`src/rtl/mux_pkg.sv`:
```
// Shared types and parameter defaults for the N:1 pipelined multiplexer.
package mux_pkg;

  typedef enum logic {
    MUX_MODE_SEL = 1'b0,
    MUX_MODE_RR  = 1'b1
  } mux_mode_e;

  localparam int MUX_WIDTH_DEF = 8;
  localparam int MUX_N_DEF     = 4;

endpackage

```
`src/rtl/mux_n_pipe_if.sv`:
```
// Producer/consumer bundle for mux_n_pipe: N input channels, one output channel.
interface mux_n_pipe_if #(
  parameter int WIDTH = 8,
  parameter int N     = 4,
  parameter int SW    = $clog2(N)
) ();

  logic [N*WIDTH-1:0] d;
  logic [N-1:0]       d_valid;
  logic [N-1:0]       d_ready;
  logic [SW-1:0]      sel;
  logic               mode;
  logic [WIDTH-1:0]   y;
  logic [SW-1:0]      y_ch;
  logic               y_valid;
  logic               y_ready;

  modport master (
    output d, d_valid, sel, mode, y_ready,
    input  d_ready, y, y_ch, y_valid
  );

  modport slave (
    input  d, d_valid, sel, mode, y_ready,
    output d_ready, y, y_ch, y_valid
  );

endinterface

```
`src/rtl/rr_arbiter.sv`:
```
// Combinational round-robin picker: first requester at or above ptr, wrapping N-1 -> 0.
module rr_arbiter #(
  parameter int N  = 4,
  parameter int SW = $clog2(N)
) (
  input  logic [N-1:0]  req,
  input  logic [SW-1:0] ptr,
  output logic [SW-1:0] gnt_idx,
  output logic          gnt_vld
);

  logic [SW-1:0] idx;

  // Scan from farthest to nearest so the channel closest to ptr wins last.
  // NOTE: every always_comb output gets a default first so no latch is inferred.
  always_comb begin
    gnt_idx = '0;
    gnt_vld = 1'b0;
    idx     = '0;
    for (int k = N - 1; k >= 0; k--) begin
      idx = SW'((int'(ptr) + k) % N);
      if (req[idx]) begin
        gnt_idx = idx;
        gnt_vld = 1'b1;
      end
    end
  end

endmodule

```
`src/rtl/mux_n_pipe.sv`:
```
// N:1 mux with per-channel valid/ready and a registered output stage.
// Define MUX_N_PIPE_RR_EN to build the round-robin source picker (mode=1).
module mux_n_pipe
  import mux_pkg::*;
#(
  parameter int WIDTH = MUX_WIDTH_DEF,
  parameter int N     = MUX_N_DEF,
  parameter int SW    = $clog2(N)
) (
  input logic         clk,
  input logic         rst,
  mux_n_pipe_if.slave bus
);

  logic [SW-1:0]    g;
  logic             g_vld;
  logic             load;
  logic             xfer;
  logic [N-1:0]     ready;
  logic [WIDTH-1:0] din;
  logic [WIDTH-1:0] y_q;
  logic [SW-1:0]    y_ch_q;
  logic             y_valid_q;

  assign load = !y_valid_q || bus.y_ready;

`ifdef MUX_N_PIPE_RR_EN
  logic [SW-1:0] rr_ptr;
  logic [SW-1:0] arb_idx;
  logic          arb_vld;
  logic          rr_on;

  assign rr_on = (mux_mode_e'(bus.mode) == MUX_MODE_RR);

  rr_arbiter #(.N(N), .SW(SW)) u_arb (
    .req     (bus.d_valid),
    .ptr     (rr_ptr),
    .gnt_idx (arb_idx),
    .gnt_vld (arb_vld)
  );

  assign g     = rr_on ? arb_idx : bus.sel;
  assign g_vld = rr_on ? arb_vld : (int'(bus.sel) < N);

  always_ff @(posedge clk or posedge rst) begin
    if (rst) begin
      rr_ptr <= '0;
    end else if (xfer && rr_on) begin
      rr_ptr <= (int'(g) == N - 1) ? '0 : g + 1'b1;
    end
  end
`else
  logic unused_mode;
  assign unused_mode = bus.mode;

  // An out-of-range select (N not a power of 2) simply grants nobody.
  assign g     = bus.sel;
  assign g_vld = (int'(bus.sel) < N);
`endif

  // Ready is one-hot on the granted channel and forced low while in reset.
  always_comb begin
    ready = '0;
    din   = '0;
    for (int i = 0; i < N; i++) begin
      if (!rst && load && g_vld && int'(g) == i) begin
        ready[i] = 1'b1;
        din      = bus.d[i*WIDTH +: WIDTH];
      end
    end
  end

  assign xfer        = |(ready & bus.d_valid);
  assign bus.d_ready = ready;

  // NOTE: sequential state uses non-blocking assignments so all registers update together.
  always_ff @(posedge clk or posedge rst) begin
    if (rst) begin
      y_q       <= '0;
      y_ch_q    <= '0;
      y_valid_q <= 1'b0;
    end else if (load) begin
      y_valid_q <= xfer;
      if (xfer) begin
        y_q    <= din;
        y_ch_q <= g;
      end
    end
  end

  assign bus.y       = y_q;
  assign bus.y_ch    = y_ch_q;
  assign bus.y_valid = y_valid_q;

endmodule
```
`src/flat_wrapper.sv`:
```
// flat-port wrapper written by rule: the top's interface ports become plain ports
module mux_n_pipe_flat import mux_pkg::*;
#(
  parameter int WIDTH = MUX_WIDTH_DEF,
  parameter int N     = MUX_N_DEF,
  parameter int SW    = $clog2(N)
)
  (clk, rst, bus_d, bus_d_valid, bus_sel, bus_mode, bus_y_ready, bus_d_ready, bus_y, bus_y_ch, bus_y_valid);
  mux_n_pipe_if #(.WIDTH(WIDTH), .N(N), .SW(SW)) bus_i ();
  input logic clk;
  input logic rst;
  input wire logic [$bits(bus_i.d)-1:0] bus_d;
  input wire logic [$bits(bus_i.d_valid)-1:0] bus_d_valid;
  input wire logic [$bits(bus_i.sel)-1:0] bus_sel;
  input wire logic [$bits(bus_i.mode)-1:0] bus_mode;
  input wire logic [$bits(bus_i.y_ready)-1:0] bus_y_ready;
  output wire logic [$bits(bus_i.d_ready)-1:0] bus_d_ready;
  output wire logic [$bits(bus_i.y)-1:0] bus_y;
  output wire logic [$bits(bus_i.y_ch)-1:0] bus_y_ch;
  output wire logic [$bits(bus_i.y_valid)-1:0] bus_y_valid;
  assign bus_i.d = bus_d;
  assign bus_i.d_valid = bus_d_valid;
  assign bus_i.sel = bus_sel;
  assign bus_i.mode = bus_mode;
  assign bus_i.y_ready = bus_y_ready;
  assign bus_d_ready = bus_i.d_ready;
  assign bus_y = bus_i.y;
  assign bus_y_ch = bus_i.y_ch;
  assign bus_y_valid = bus_i.y_valid;
  mux_n_pipe #(.WIDTH(WIDTH), .N(N), .SW(SW)) u_core (.clk(clk), .rst(rst), .bus(bus_i));
endmodule
```
`config.mk`:
```
export PLATFORM = sky130hd
export DESIGN_NAME = mux_n_pipe_flat
export DESIGN_NICKNAME = d
export VERILOG_FILES = /design/src/rtl/mux_pkg.sv /design/src/rtl/mux_n_pipe_if.sv /design/src/rtl/rr_arbiter.sv /design/src/rtl/mux_n_pipe.sv /design/src/flat_wrapper.sv
export SDC_FILE = /design/constraint.sdc
export NUM_CORES = 1
export LEC_CHECK = 0
export CORE_AREA = 8 8 45 47
export DETAILED_ROUTE_END_ITERATION = 10
export DIE_AREA = 0 0 53 55
export DONT_BUFFER_PORTS = 1
export PLACE_DENSITY = 0.72
export SETUP_SLACK_MARGIN = 0.05
export SLEW_MARGIN = 20
export SYNTH_ARGS = -nofsm -noshare
export SYNTH_HDL_FRONTEND = slang
export SYNTH_SLANG_ARGS = --single-unit
```
`constraint.sdc`:
```
create_clock -name clk -period 3 [get_ports clk]
set_clock_uncertainty 0.2 [all_clocks]
set_input_delay 0.6 -clock clk [delete_from_list [all_inputs] [get_ports clk]]
set_output_delay 0.6 -clock clk [all_outputs]
set_load 0.02 [all_outputs]
```
==> results of run 1 <==
-- placed cells by master, fill, tap and decap left out --
cell type	count
dfrtp_1	11
and3_1	1
a22oi_1	4
and3_4	1
nor2b_1	1
inv_1	3
nand2_1	2
mux2_4	4
mux2_2	5
and2_1	1
clkbuf_4	3
dlygate4sd3_1	1
nand3_1	1
o32ai_1	1
a31oi_1	8
mux2i_1	1
nand4_1	4
clkbuf_1	1
nand2b_1	1
nor3b_1	1
nor3_1	2
mux4_1	4
buf_4	4
mux4_2	1
-- where the power goes --
part	internal [W]	total (W)	switching, W
clock network	0.0000514	0.000102	0.0000510
logic	0.0000603	0.000102	0.0000414
registers	0.000185	0.000261	0.0000754
-- path summary, 6_finish.rpt --
path,start,endpoint,slack [ns],depth (start not counted)
max in group asynchronous,rst,u_core.bus.y[6]$_DFFE_PP0P_,1.63,3
worst max register to register,u_core.bus.y_valid$_DFFE_PP0N_,u_core.bus.y[1]$_DFFE_PP0P_,1.19,3
worst min-delay path,bus_sel[0],u_core.bus.y_ch[0]$_DFFE_PP0P_,0.28,1
min in group asynchronous,rst,u_core.bus.y_valid$_DFFE_PP0N_,0.51,2
worst min register to register,u_core.bus.y_ch[1]$_DFFE_PP0P_,u_core.bus.y_ch[1]$_DFFE_PP0P_,0.46,2
worst max-delay path,rst,bus_d_ready[3],0.25,4
-- per-stage QoR --
step                util [%]  cell area [um^2]  setup slack (ns)
floorplan                  -               758             0.596
global placement        55.7               771             0.702
detailed placement      55.7               771             0.645
CTS                     58.3               807             0.239
global route            58.3               807             0.141
finish                  58.3               807             0.251
-- flip-flops by register name (all words and copies together) (netlist names) --
register / cells
u_core.bus.y: 8
u_core.bus.y_ch: 2
u_core.bus.y_valid: 1
-- worst reg2reg max path: stages, from the launching register on --
cell and delay (ns):
dfrtp_1 0.46, nand2b_1 0.36, and3_4 0.36, mux2_4 0.31
-- per-layer routing --
layer  wire (um)  global-route usage (%)  vias up  part of all wire [%]
met5           0                       0        -                     0
met4           6                    2.59        0                  0.30
met3         210                    6.68        2                    10
met2        1110                    24.6       28                    55
met1         681                    13.2      285                    34
li1            -                       -      255                     -
-- final cells by class --
type | instances | area [um^2] | area share (%)
well taps | 16 | 20.0 | 2.48
multi-input cells | 43 | 434 | 53.8
repair buffers | 5 | 40.0 | 4.96
clock buffers | 4 | 26.3 | 3.26
inverters | 3 | 11.3 | 1.40
flip-flops and latches | 11 | 275 | 34.1
-- cells by family (layout without fill, tap and decap cells) --
kind of cell    Yosys count  count (layout)  share of synthesized area (%)
buf+inv                   9              12                           6.43
simple gates             15              15                           12.0
mux                      15              15                           33.5
flops                    11              11                           36.3
compound gates           13              13                           11.7
==> results by stage, run 1 <==
Clock tree:
- The number of buffers inserted for hold repair after clock tree synthesis is 1.
- Clock tree synthesis found a total of 11 sinks.
- Once the clock tree was built, the resizer swapped 0 gates to a different size.
- The root buffer cell is clkbuf_4.
- The buffer count from post-CTS setup fixing is 0.
- TritonCTS built the clock tree.
- In this run the number of H-tree levels came out at 1.
- After clock tree synthesis, the clock-pin slew on the worst setup and hold paths is 0.07 ns.
- The insertion delay to the later sink of the worst-skew pair is 0.27 ns.
- The largest buffer count on any clock path is 2.
- The number of clock buffers added by TritonCTS is 3.

Outcome:
- The flow ran to the end, and the final reports show no timing, DRC or antenna violations.

GRT:
- Global routing used 13.3% of the available tracks across all layers.
- The first global-routing pass estimated 2900 um of wire.
- Entering global routing, the biggest net connects 17 pins.
- The number of antenna violations at the first check in global routing is 0.
- The total congestion overflow is 0.
- The number of global-route vias before repair was 616.

Hold path:
- In this run the worst hold path is classified as in2reg.

Cells and area:
- The number of antenna diodes is 0.
- Once layout is complete, the cells apart from fillers number 82.
- Fill cells in the final layout number 118.
- Relative to the synthesized area, the layout overhead comes to 6.44%.
- The share of layout cells above drive strength 1 is 27.3%.
- In the final design database the tool counted 109 nets.

Placed design:
- The estimated wirelength of the detail-placed design is 1670 um.
- The final RePlAce weighted congestion is 0.692.
- The count of input and output buffers is 0.
- After detailed placement, the design holds a cell count of 77.

Routing:
- The remaining antenna violation count is 0.
- The first TritonRoute pass finished after 4 iterations.
- After detailed routing, the total wire length is 2010 um.
- The first routing iteration left 6 violations.
- The per-cell via count in the routed design is 6.95.
- After detailed routing, the average wire length per cell comes to 24.5 um.
- For this run, design rule violations remaining after detail routing come to 0.
- The final route contains 570 vias.

Timing:
- The final number of max-transition violations is 0.
- The number of setup violations in the final report is 0.
- The ratio of final minimum period to clock period is 91.6%.
- The time the worst path needs with I/O delays and setup is 2.75 ns.
- The count of endpoints failing hold in the final timing report was 0.
- Setup repair after global routing left no endpoint under its margin.
- The top achievable clock speed is 364 MHz.
- The transition at the pin with the smallest max-transition slack is 0.425 ns.
- The worst slew margin relative to its limit is 71.7%.
- Adding up every negative setup slack in the final design gives 0 ns.
- The final worst hold slack is 0.280 ns.

Synthesis:
- Counting instances in the post-synthesis netlist gives the leading cell types as dfrtp_1 (11), a31oi_1 (8), mux2_2 (5).
- Summing the sequential cell areas from Yosys gives 36.3% of the chip area.
- The synthesized design contains 11 register bits.
- The net count after synthesis is 105.
- The average cell area after synthesis is 12.0 um^2.
- The share of the synthesized area in the top cell type is 36.3%.
- In the synthesized netlist the dominant register cell turns out to be dfrtp_1.
- After synthesis, the share of flip-flops with an asynchronous set or reset is 100%.
- In the post-synthesis netlist, the cell with the most instances is dfrtp_1.
- The synthesized netlist cell count is 63.
- Counting distinct cell types in the post-synthesis netlist gives 22.
- The post-synthesis cell area is 758 um^2.
- By area the synthesized netlist is led by dfrtp_1 (36%), mux4_1 (14%), mux2_4 (7.9%).
- The leading area contributor after synthesis is dfrtp_1.
- Yosys printed 0 warnings.
- Yosys mapped a number of flops with a built-in enable equal to 0.

Setup path:
- The number of buffers and inverters on the critical path is 3.
- Along the worst path, the maximum fanout reaches 15.
- The setup path with the least slack is of type in2out.
- The slowest stage of the critical path belongs to the cell dlygate4sd3_1.
- The data arrival time at the worst-slack endpoint is 1.95 ns.
- The required time reported for the critical path endpoint is 2.20 ns.
- Broken down by cell family, the worst path's largest delay share belongs to buffers and inverters.
- For this run, the slowest stage of the critical path takes 0.53 ns.
- The startpoint type of the worst setup path is an input port.
- STA classifies the critical path endpoint as an output port.
- The signal on the critical path passes through dlygate4sd3_1 -> inv_1 -> buf_4 -> and3_1.

Floorplanning:
- The area enclosed by the die boundary is 2920 um^2.
- Measured along the x axis, the die boundary spans 53 um.
- After floorplanning, the core was divided into 14 placement rows.
- The core area is 1380 um^2.
- From bottom edge to top edge, the die measures 55 um.
- For this configuration, the core starts out at a cell density of 54.8%.
- For this design the top-level I/O count stands at 57.

Power:
- The maximum vdd drop is 0.317 mV.
- Dividing total power by cell area gives a power density of 576 nW/um^2.
- In this run the static leakage power is 0.341 nW.
- The design draws 0.000465 W.

Flow run:
- The max-capacitance violation count is 0.
No activity file was read; power rests on OpenSTA's default activity.
==> run 2: changes to the inputs <==
CELL_PAD_IN_SITES_DETAIL_PLACEMENT = 1   (was default)
CELL_PAD_IN_SITES_GLOBAL_PLACEMENT = 2   (was default)
CORE_AREA = default   (was 8 8 45 47)
CORE_MARGIN = 8   (was default)
CORE_UTILIZATION = 35   (was default)
DIE_AREA = default   (was 0 0 53 55)
HOLD_SLACK_MARGIN = 0.1   (was default)
PLACE_DENSITY = default   (was 0.72)
PLACE_DENSITY_LB_ADDON = 0.1   (was default)
clock period = 3.3 ns   (was 3 ns; I/O delays follow)
==> run 2 against run 1 <==
Against the previous run:
- critical endpoint is now bus_d_ready[1]
- combinational power fell by 6%
- worst hold slack got worse by 0.17 ns
- final cell count rose by 15%
- via count rose by 0.70%
- worst setup slack improved by 0.63 ns
- clock-buffer cell count fell by 1
==> results by stage, run 2 (synthesis gave the netlist of run 1 again) <==
Cells and area:
- The share of layout cells above drive strength 1 is 30.3% (+3.0 points).
- The library cells used most frequently in the layout, excluding fill and tap cells, are dfrtp_1 (11), a31oi_1 (8), mux2_2 (5), buf_4 (5).
- The layout filler cell count came to 242 (+110%).
- The number of flip-flops under the largest register name came to 8 (unchanged).
- The number of antenna diodes is 0 (unchanged).
- The layout overhead on the synthesized area is 8.25%.
- The most frequent standard cell in the layout excluding fill and tap cells is dfrtp_1.
- The net count reported at finish was 109 (unchanged).
- The final non-filler cell area is 821 um^2 (+1.7%).

Clock tree:
- The number of levels the H-tree was split into is 1 (unchanged).
- The clock net sink count is 11 (unchanged).
- The largest buffer count on any clock path came to 2 (unchanged).
- The insertion delay to the later sink of the worst-skew pair was 0.27 ns (about the same).
- The cell sitting at the root of the clock tree is a clkbuf_4.
- TritonCTS built the clock tree.
- The clock-pin slew of the registers on the worst-case setup and hold paths was 0.08 ns (about the same).
- The number of buffers inserted for hold repair after clock tree synthesis was 0 (-1).
- The post-cts repair resize count came to 0 (unchanged).
- The buffer count from post-CTS setup fixing is 0 (unchanged).
- The number of buffers created by CTS came to 3 (unchanged).

Placed design:
- The final RePlAce weighted congestion came to 0.631 (-8.8%).
- The count of input and output buffers is 0 (unchanged).
- The placed instance area is 793 um^2 (+2.9%).

Setup path:
- The largest individual stage delay along the critical path comes from the cell dfrtp_1.
- The required time reported for the critical path endpoint was 2.44 ns (+0.24 ns).
- The library cell appearing most often on the critical path is buf_4.
- The peak per-stage delay on the critical path is 0.46 ns (-0.07 ns).
- The data arrival time at the worst-slack endpoint is 1.56 ns (-0.39 ns).
- The startpoint-to-endpoint class of the critical path is reg2out.
- The worst setup path is launched from a flip-flop.
- The maximum fanout count along the critical path came to 13 (-2).
- The category of the worst setup path capture point is an output port.
- The signal on the critical path passes through nand2b_1 -> buf_4 -> nand2_1 -> nor3b_1 -> buf_4.

Power:
- The combinational fraction of design power is 22.4% (+0.5 points).
- The areal power density over the cells is 520 nW/um^2 (-9.7%).
- The maximum vdd drop is 0.190 mV (-40%).
- The clock network fraction of total power came to 21.9% (about the same).
- The leakage power figure is 0.343 nW (+0.86%).
- The switching share of power is 37.0% (+0.94 points).
- The net switching power is 0.000158 W (-5.8%).
- The cell-internal power was 0.000269 W (-9.5%).
- The sequential fraction of design power is 55.6% (-0.5 points).

Timing:
- The time the worst path needs with I/O delays and setup is 2.42 ns.
- The number of setup violations in the final report is 0 (unchanged).
- The ratio of final minimum period to clock period is 73.4%.
- The transition at the pin with the smallest max-transition slack is 0.290 ns (-0.136 ns).
- The worst slew margin relative to its limit came to 80.7% (+9.0 points).
- Setup repair after global routing left no endpoint under its margin.
- The top achievable clock speed is 413 MHz.
- The count of endpoints failing hold in the final timing report is 0 (unchanged).
- The final number of max-transition violations is 0 (unchanged).
- The final-layout setup total negative slack is 0 ns (unchanged).

GRT:
- The total congestion overflow came to 0 (unchanged).
- The number of global-route vias before repair is 676 (+9.7%).
- The first-pass GRT wire length came to 3480 um (+20%).
- The total routing resource utilization after global routing was 11.3% (-2.0 points).
- The number of antenna violations at the first check in global routing is 0 (unchanged).
- The largest net degree at the start of global routing is 23 (+6).

Outcome:
- The flow ran to the end, and the final reports show no timing, DRC or antenna violations.

Floorplanning:
- The number of placed I/O pins is 57 (unchanged).
- The effective utilization at floorplan is 35.6% (-19 points).
- The width of the die was 62.5 um (+18%).
- The height of the die is 62.5 um (+14%).
- The core area is 2130 um^2 (+54%).
- The area enclosed by the die boundary was 3910 um^2 (+34%).
- The number of standard-cell rows in the floorplan is 17 (+3).

Hold path:
- The path class of the lowest-slack min-delay path is in2async.

Routing:
- The iteration-0 DRC count of the detailed router came to 16 (+10).
- The number of design rule violations left after detail routing is 0 (unchanged).
- The remaining antenna violation count is 0 (unchanged).
- The total via count after detailed routing was 574 (+0.70%).
- The detailed-router iteration count before antenna repair was 4 (unchanged).
- The average wire per standard cell came to 23.8 um (-2.9%).
- The aggregate routed wire length is 2240 um (+11%).
- The per-cell via count in the routed design is 6.11 (-12%).

Flow run:
- The max-capacitance violation count was 0 (unchanged).
## run 2: final timing paths
check	startpoint	endpoint	cells past startpoint	slack, ns
hold / removal	rst	u_core.bus.y_valid$_DFFE_PP0N_	2	0.11
max in group asynchronous	rst	u_core.bus.y[5]$_DFFE_PP0P_	2	2.57
hold reg to reg	u_core.bus.y_ch[1]$_DFFE_PP0P_	u_core.bus.y_ch[1]$_DFFE_PP0P_	2	0.45
setup / recovery	u_core.bus.y_valid$_DFFE_PP0N_	bus_d_ready[1]	5	0.88
setup reg to reg	u_core.bus.y_valid$_DFFE_PP0N_	u_core.bus.y[7]$_DFFE_PP0P_	4	1.63
min in group clk	bus_sel[0]	u_core.bus.y_ch[0]$_DFFE_PP0P_	1	0.34
## run 2: power by group through the flow
| stage | clock network [W] | logic [W] | registers [W] |
|---|---|---|---|
| finish | 0.0000935 | 0.0000958 | 0.000237 |
| CTS | 0.0000986 | 0.0000969 | 0.000240 |
| global placement | 0 | 0.0000930 | 0.000240 |
| global route | 0.000103 | 0.000105 | 0.000242 |
| floorplan | 0 | 0.0000871 | 0.000231 |
| detailed placement | 0 | 0.0000964 | 0.000243 |
## run 2: per-stage QoR
step	utilization, %	setup WS (ns)	hold slack [ns]	power (W)	std cells
6_report	38.6	0.878	0.114	0.000427	94
5_1_grt	38.6	0.748	0.125	0.000450	94
4_1_cts	38.6	0.846	0.108	0.000436	94
3_5_place_dp	37.3	0.966	0.412	0.000339	90
3_3_place_gp	37.3	1.01	0.408	0.000333	90
2_1_floorplan	-	0.776	0.410	0.000318	63
## run 2: critical path: cells and delay by family, from the launching register on
kind | cells | cell delay (ns)
AND/OR/NAND/NOR | 3 | 0.47
flip-flops | 1 | 0.46
buffers and inverters | 2 | 0.35
## run 2: per-layer routing
metal / GRT usage, % / part of all wire [%] / vias to the layer above
li1: - / - / 257
met1: 13.3 / 42 / 274
met2: 17.9 / 48 / 39
met3: 3.05 / 7.9 / 4
met4: 6.84 / 1.9 / 0
met5: 0 / 0 / -
## run 2: cell type report
cell class | count | area, um^2 | area share [%]
timing repair buffer | 5 | 37.5 | 4.57
multi-input combinational | 43 | 434 | 52.9
clock buffer | 3 | 22.5 | 2.74
sequential | 11 | 275 | 33.5
clock inverter | 1 | 5.00 | 0.610
tap | 28 | 35.0 | 4.27
inverter | 3 | 11.3 | 1.37
==> run 3: changes to the inputs <==
CORE_UTILIZATION = 30   (was 35)
clock period = 2 ns   (was 3.3 ns; I/O delays follow)
==> run 3 against run 2 <==
Against the previous run:
- routed wire length rose by 8.4%
- combinational power rose by 90%
- core utilization fell by 0.68 points
- critical endpoint is now bus_d_ready[3]
- clock-buffer cell count rose by 1
- final cell count rose by 12%
- worst setup slack got worse by 0.72 ns
- total power rose by 70%
- clock power rose by 69%
- via count rose by 4.9%
- non-clock buffer count rose by 9
- largest cell class unchanged
- first-iteration DRC count fell by 63%
==> results by stage, run 3 (synthesis gave the netlist of run 1 again) <==
GRT:
- The first-pass GRT wire length is 3680 um (+6.0%).
- The number of antenna violations at the first check in global routing came to 0 (unchanged).
- The total routing resource utilization after global routing is 11.3% (+0.033 points).
- The number of global-route vias before repair is 725 (+7.2%).
- The largest net degree at the start of global routing came to 17 (-26%).
- The total congestion overflow is 0 (unchanged).

Cells and area:
- The net count reported at finish is 118 (+8.3%).
- The layout overhead on the synthesized area is 21.6%.
- The top cell types in the final layout, fill and taps aside, are dfrtp_1 (11), a31oi_1 (8), dlygate4sd3_1 (7), buf_4 (7), mux2_2 (5).
- The final standard cell utilization of the core is 37.9% (-0.68 points).
- The number of antenna diodes came to 0 (unchanged).
- The layout filler cell count came to 264 (+9.1%).
- Leaving out fill and tap cells, the most frequent cell in the layout is dfrtp_1.
- The final non-filler cell area came to 922 um^2 (+12%).
- The share of layout cells above drive strength 1 was 32.0% (+1.7 points).
- The number of flip-flops under the largest register name is 8 (unchanged).

Routing:
- The per-cell via count in the routed design is 5.73 (-6.1%).
- The total via count after detailed routing is 602 (+4.9%).
- The remaining antenna violation count was 0 (unchanged).
- The detailed-router iteration count before antenna repair is 4 (unchanged).
- The number of design rule violations left after detail routing is 0 (unchanged).
- The average wire per standard cell was 23.1 um (-2.9%).
- The iteration-0 DRC count of the detailed router is 6 (-10).
- The aggregate routed wire length is 2430 um (+8.4%).

Clock tree:
- The number of buffers created by CTS is 3 (unchanged).
- The root buffer cell is clkbuf_4.
- The buffer count from post-CTS setup fixing is 0 (unchanged).
- TritonCTS built the clock tree.
- The clock net sink count is 11 (unchanged).
- The largest buffer count on any clock path is 2 (unchanged).
- The insertion delay to the later sink of the worst-skew pair is 0.27 ns (about the same).
- The clock-pin slew of the registers on the worst-case setup and hold paths came to 0.08 ns (about the same).
- The number of levels the H-tree was split into is 1 (unchanged).

Timing:
- The transition at the pin with the smallest max-transition slack came to 0.359 ns (+0.0693 ns).
- The ratio of final minimum period to clock period is 92.3%.
- The final-layout setup total negative slack came to 0 ns (unchanged).
- The count of endpoints failing hold in the final timing report is 0 (unchanged).
- The top achievable clock speed is 542 MHz.
- The final number of max-transition violations came to 0 (unchanged).
- The number of setup violations in the final report came to 0 (unchanged).
- Setup repair after global routing left no endpoint under its margin.
- The worst slew margin relative to its limit was 76.0% (-4.7 points).
- The final worst hold slack was 0.134 ns (+0.0200 ns).
- The time the worst path needs with I/O delays and setup is 1.85 ns.

Hold path:
- The worst hold path begins at bus_y_ready.
- The path with the worst hold slack has its endpoint at u_core.bus.y_valid$_DFFE_PP0N_.
- The path class of the lowest-slack min-delay path is in2reg.
- The worst hold path cell count is 2.

Setup path:
- Grouping stages by cell kind, the critical path spends the most delay in flip-flops.
- The logic depth of the worst register-to-register path is 3 (-1).
- The sum of buffers and inverters on the critical path is 1 (-1).
- In this run the critical register-to-register path is launched from u_core.bus.y_valid$_DFFE_PP0N_.
- The required time reported for the critical path endpoint is 1.40 ns (-1.04 ns).
- The maximum fanout count along the critical path is 9 (-4).
- On the critical path, the stage with the largest delay is an instance of dfrtp_1.
- The startpoint-to-endpoint class of the critical path is reg2out.
- The startpoint type of the worst setup path is a flip-flop.
- STA classifies the critical path endpoint as an output port.
- The critical path goes through nand2b_4 -> buf_4 -> and3_1.
- The endpoint identified for the worst register-to-register timing path is u_core.bus.y[1]$_DFFE_PP0P_.
- The data arrival time at the worst-slack endpoint is 1.25 ns (-0.31 ns).
- The reg2reg setup slack is 0.56 ns (-1.07 ns).
- The peak per-stage delay on the critical path is 0.41 ns (-0.05 ns).

Placed design:
- The final RePlAce weighted congestion is 0.668 (+5.8%).
- The placed instance area is 816 um^2 (+2.8%).
- The estimated wirelength of the detail-placed design is 1900 um.
- The count of input and output buffers is 0 (unchanged).

Floorplanning:
- The effective utilization at floorplan is 31.2% (-4.5 points).
- The height of the die is 66.3 um (+6.0%).
- The core area is 2430 um^2 (+14%).
- The width of the die came to 66.3 um (+6.0%).
- The number of standard-cell rows in the floorplan is 18 (+1).
- The area enclosed by the die boundary is 4390 um^2 (+12%).
- The number of placed I/O pins is 57 (unchanged).

Power:
- The maximum vdd drop is 0.335 mV (+76%).
- The areal power density over the cells was 789 nW/um^2 (+52%).
- The leakage power figure is 0.387 nW (+13%).
- The overall power is 0.000727 W (+70%).

Outcome:
- The flow ran to the end, and the final reports show no timing, DRC or antenna violations.

Flow run:
- The max-capacitance violation count was 0 (unchanged).
==> run 3: changes by cell type in the layout (fill, tap and decap cells not counted), sizes merged <==
cell	previous run	this run
clkinv	1	0
clkbuf	3	4
buf	5	7
dlygate4sd3	0	7
==> run 3: metrics by stage <==
step	setup WS, ns	instances
after floorplan	0.0506	63
after global placement	0.128	94
after detailed placement	0.132	94
after CTS	0.0589	105
after global routing	0.0794	105
final	0.154	105
==> run 3: metal layers <==
metal	vias to the layer above	wire length (um)	track usage, %
li1	276	-	-
met4	0	14	3.20
met5	-	0	0
met2	32	1280	18.8
met3	2	280	6.78
met1	292	857	11.8
==> run 3: layout make-up <==
class / count / area (um^2) / share of cell area [%]
repair buffers: 14 / 123 / 13.3
flip-flops and latches: 11 / 275 / 29.9
inverters: 3 / 11.3 / 1.22
multi-input cells: 43 / 449 / 48.7
clock buffers: 4 / 26.3 / 2.85
well taps: 30 / 37.5 / 4.07
==> run 3: how the worst max path moves through the flow <==
stage,startpoint,endpoint,slack [ns],cells after the start
after global routing,u_core.bus.y_valid$_DFFE_PP0N_,bus_d_ready[1],0.08,4
after floorplan,bus_sel[0],u_core.bus.y[0]$_DFFE_PP0P_,0.05,5
final,u_core.bus.y_valid$_DFFE_PP0N_,bus_d_ready[3],0.15,3
after detailed placement,bus_sel[0],u_core.bus.y[1]$_DFFE_PP0P_,0.13,3
after global placement,bus_sel[0],u_core.bus.y[5]$_DFFE_PP0P_,0.13,3
after CTS,u_core.bus.y_valid$_DFFE_PP0N_,bus_d_ready[1],0.06,4
==> run 3: power breakdown <==
group | switching [W] | total, W | leakage [nW] | internal (W)
clock network | 0.0000806 | 0.000158 | 0.0150 | 0.0000772
logic | 0.0000741 | 0.000182 | 0.244 | 0.000107
registers | 0.000110 | 0.000388 | 0.129 | 0.000278
==> run 3: timing repair <==
| action | CTS | global route |
|---|---|---|
| endpoints found under the hold margin | 16 | 0 |
| gates resized for setup | 1 | 1 |
| setup endpoints to repair | 1 | 4 |
| hold buffers | 7 | 0 |
==> run 3: worst register-to-register path, delay by kind of cell (launching register included) <==
family | cells | cell delay [ns]
simple gates | 2 | 0.39
flops | 1 | 0.41
mux | 1 | 0.32
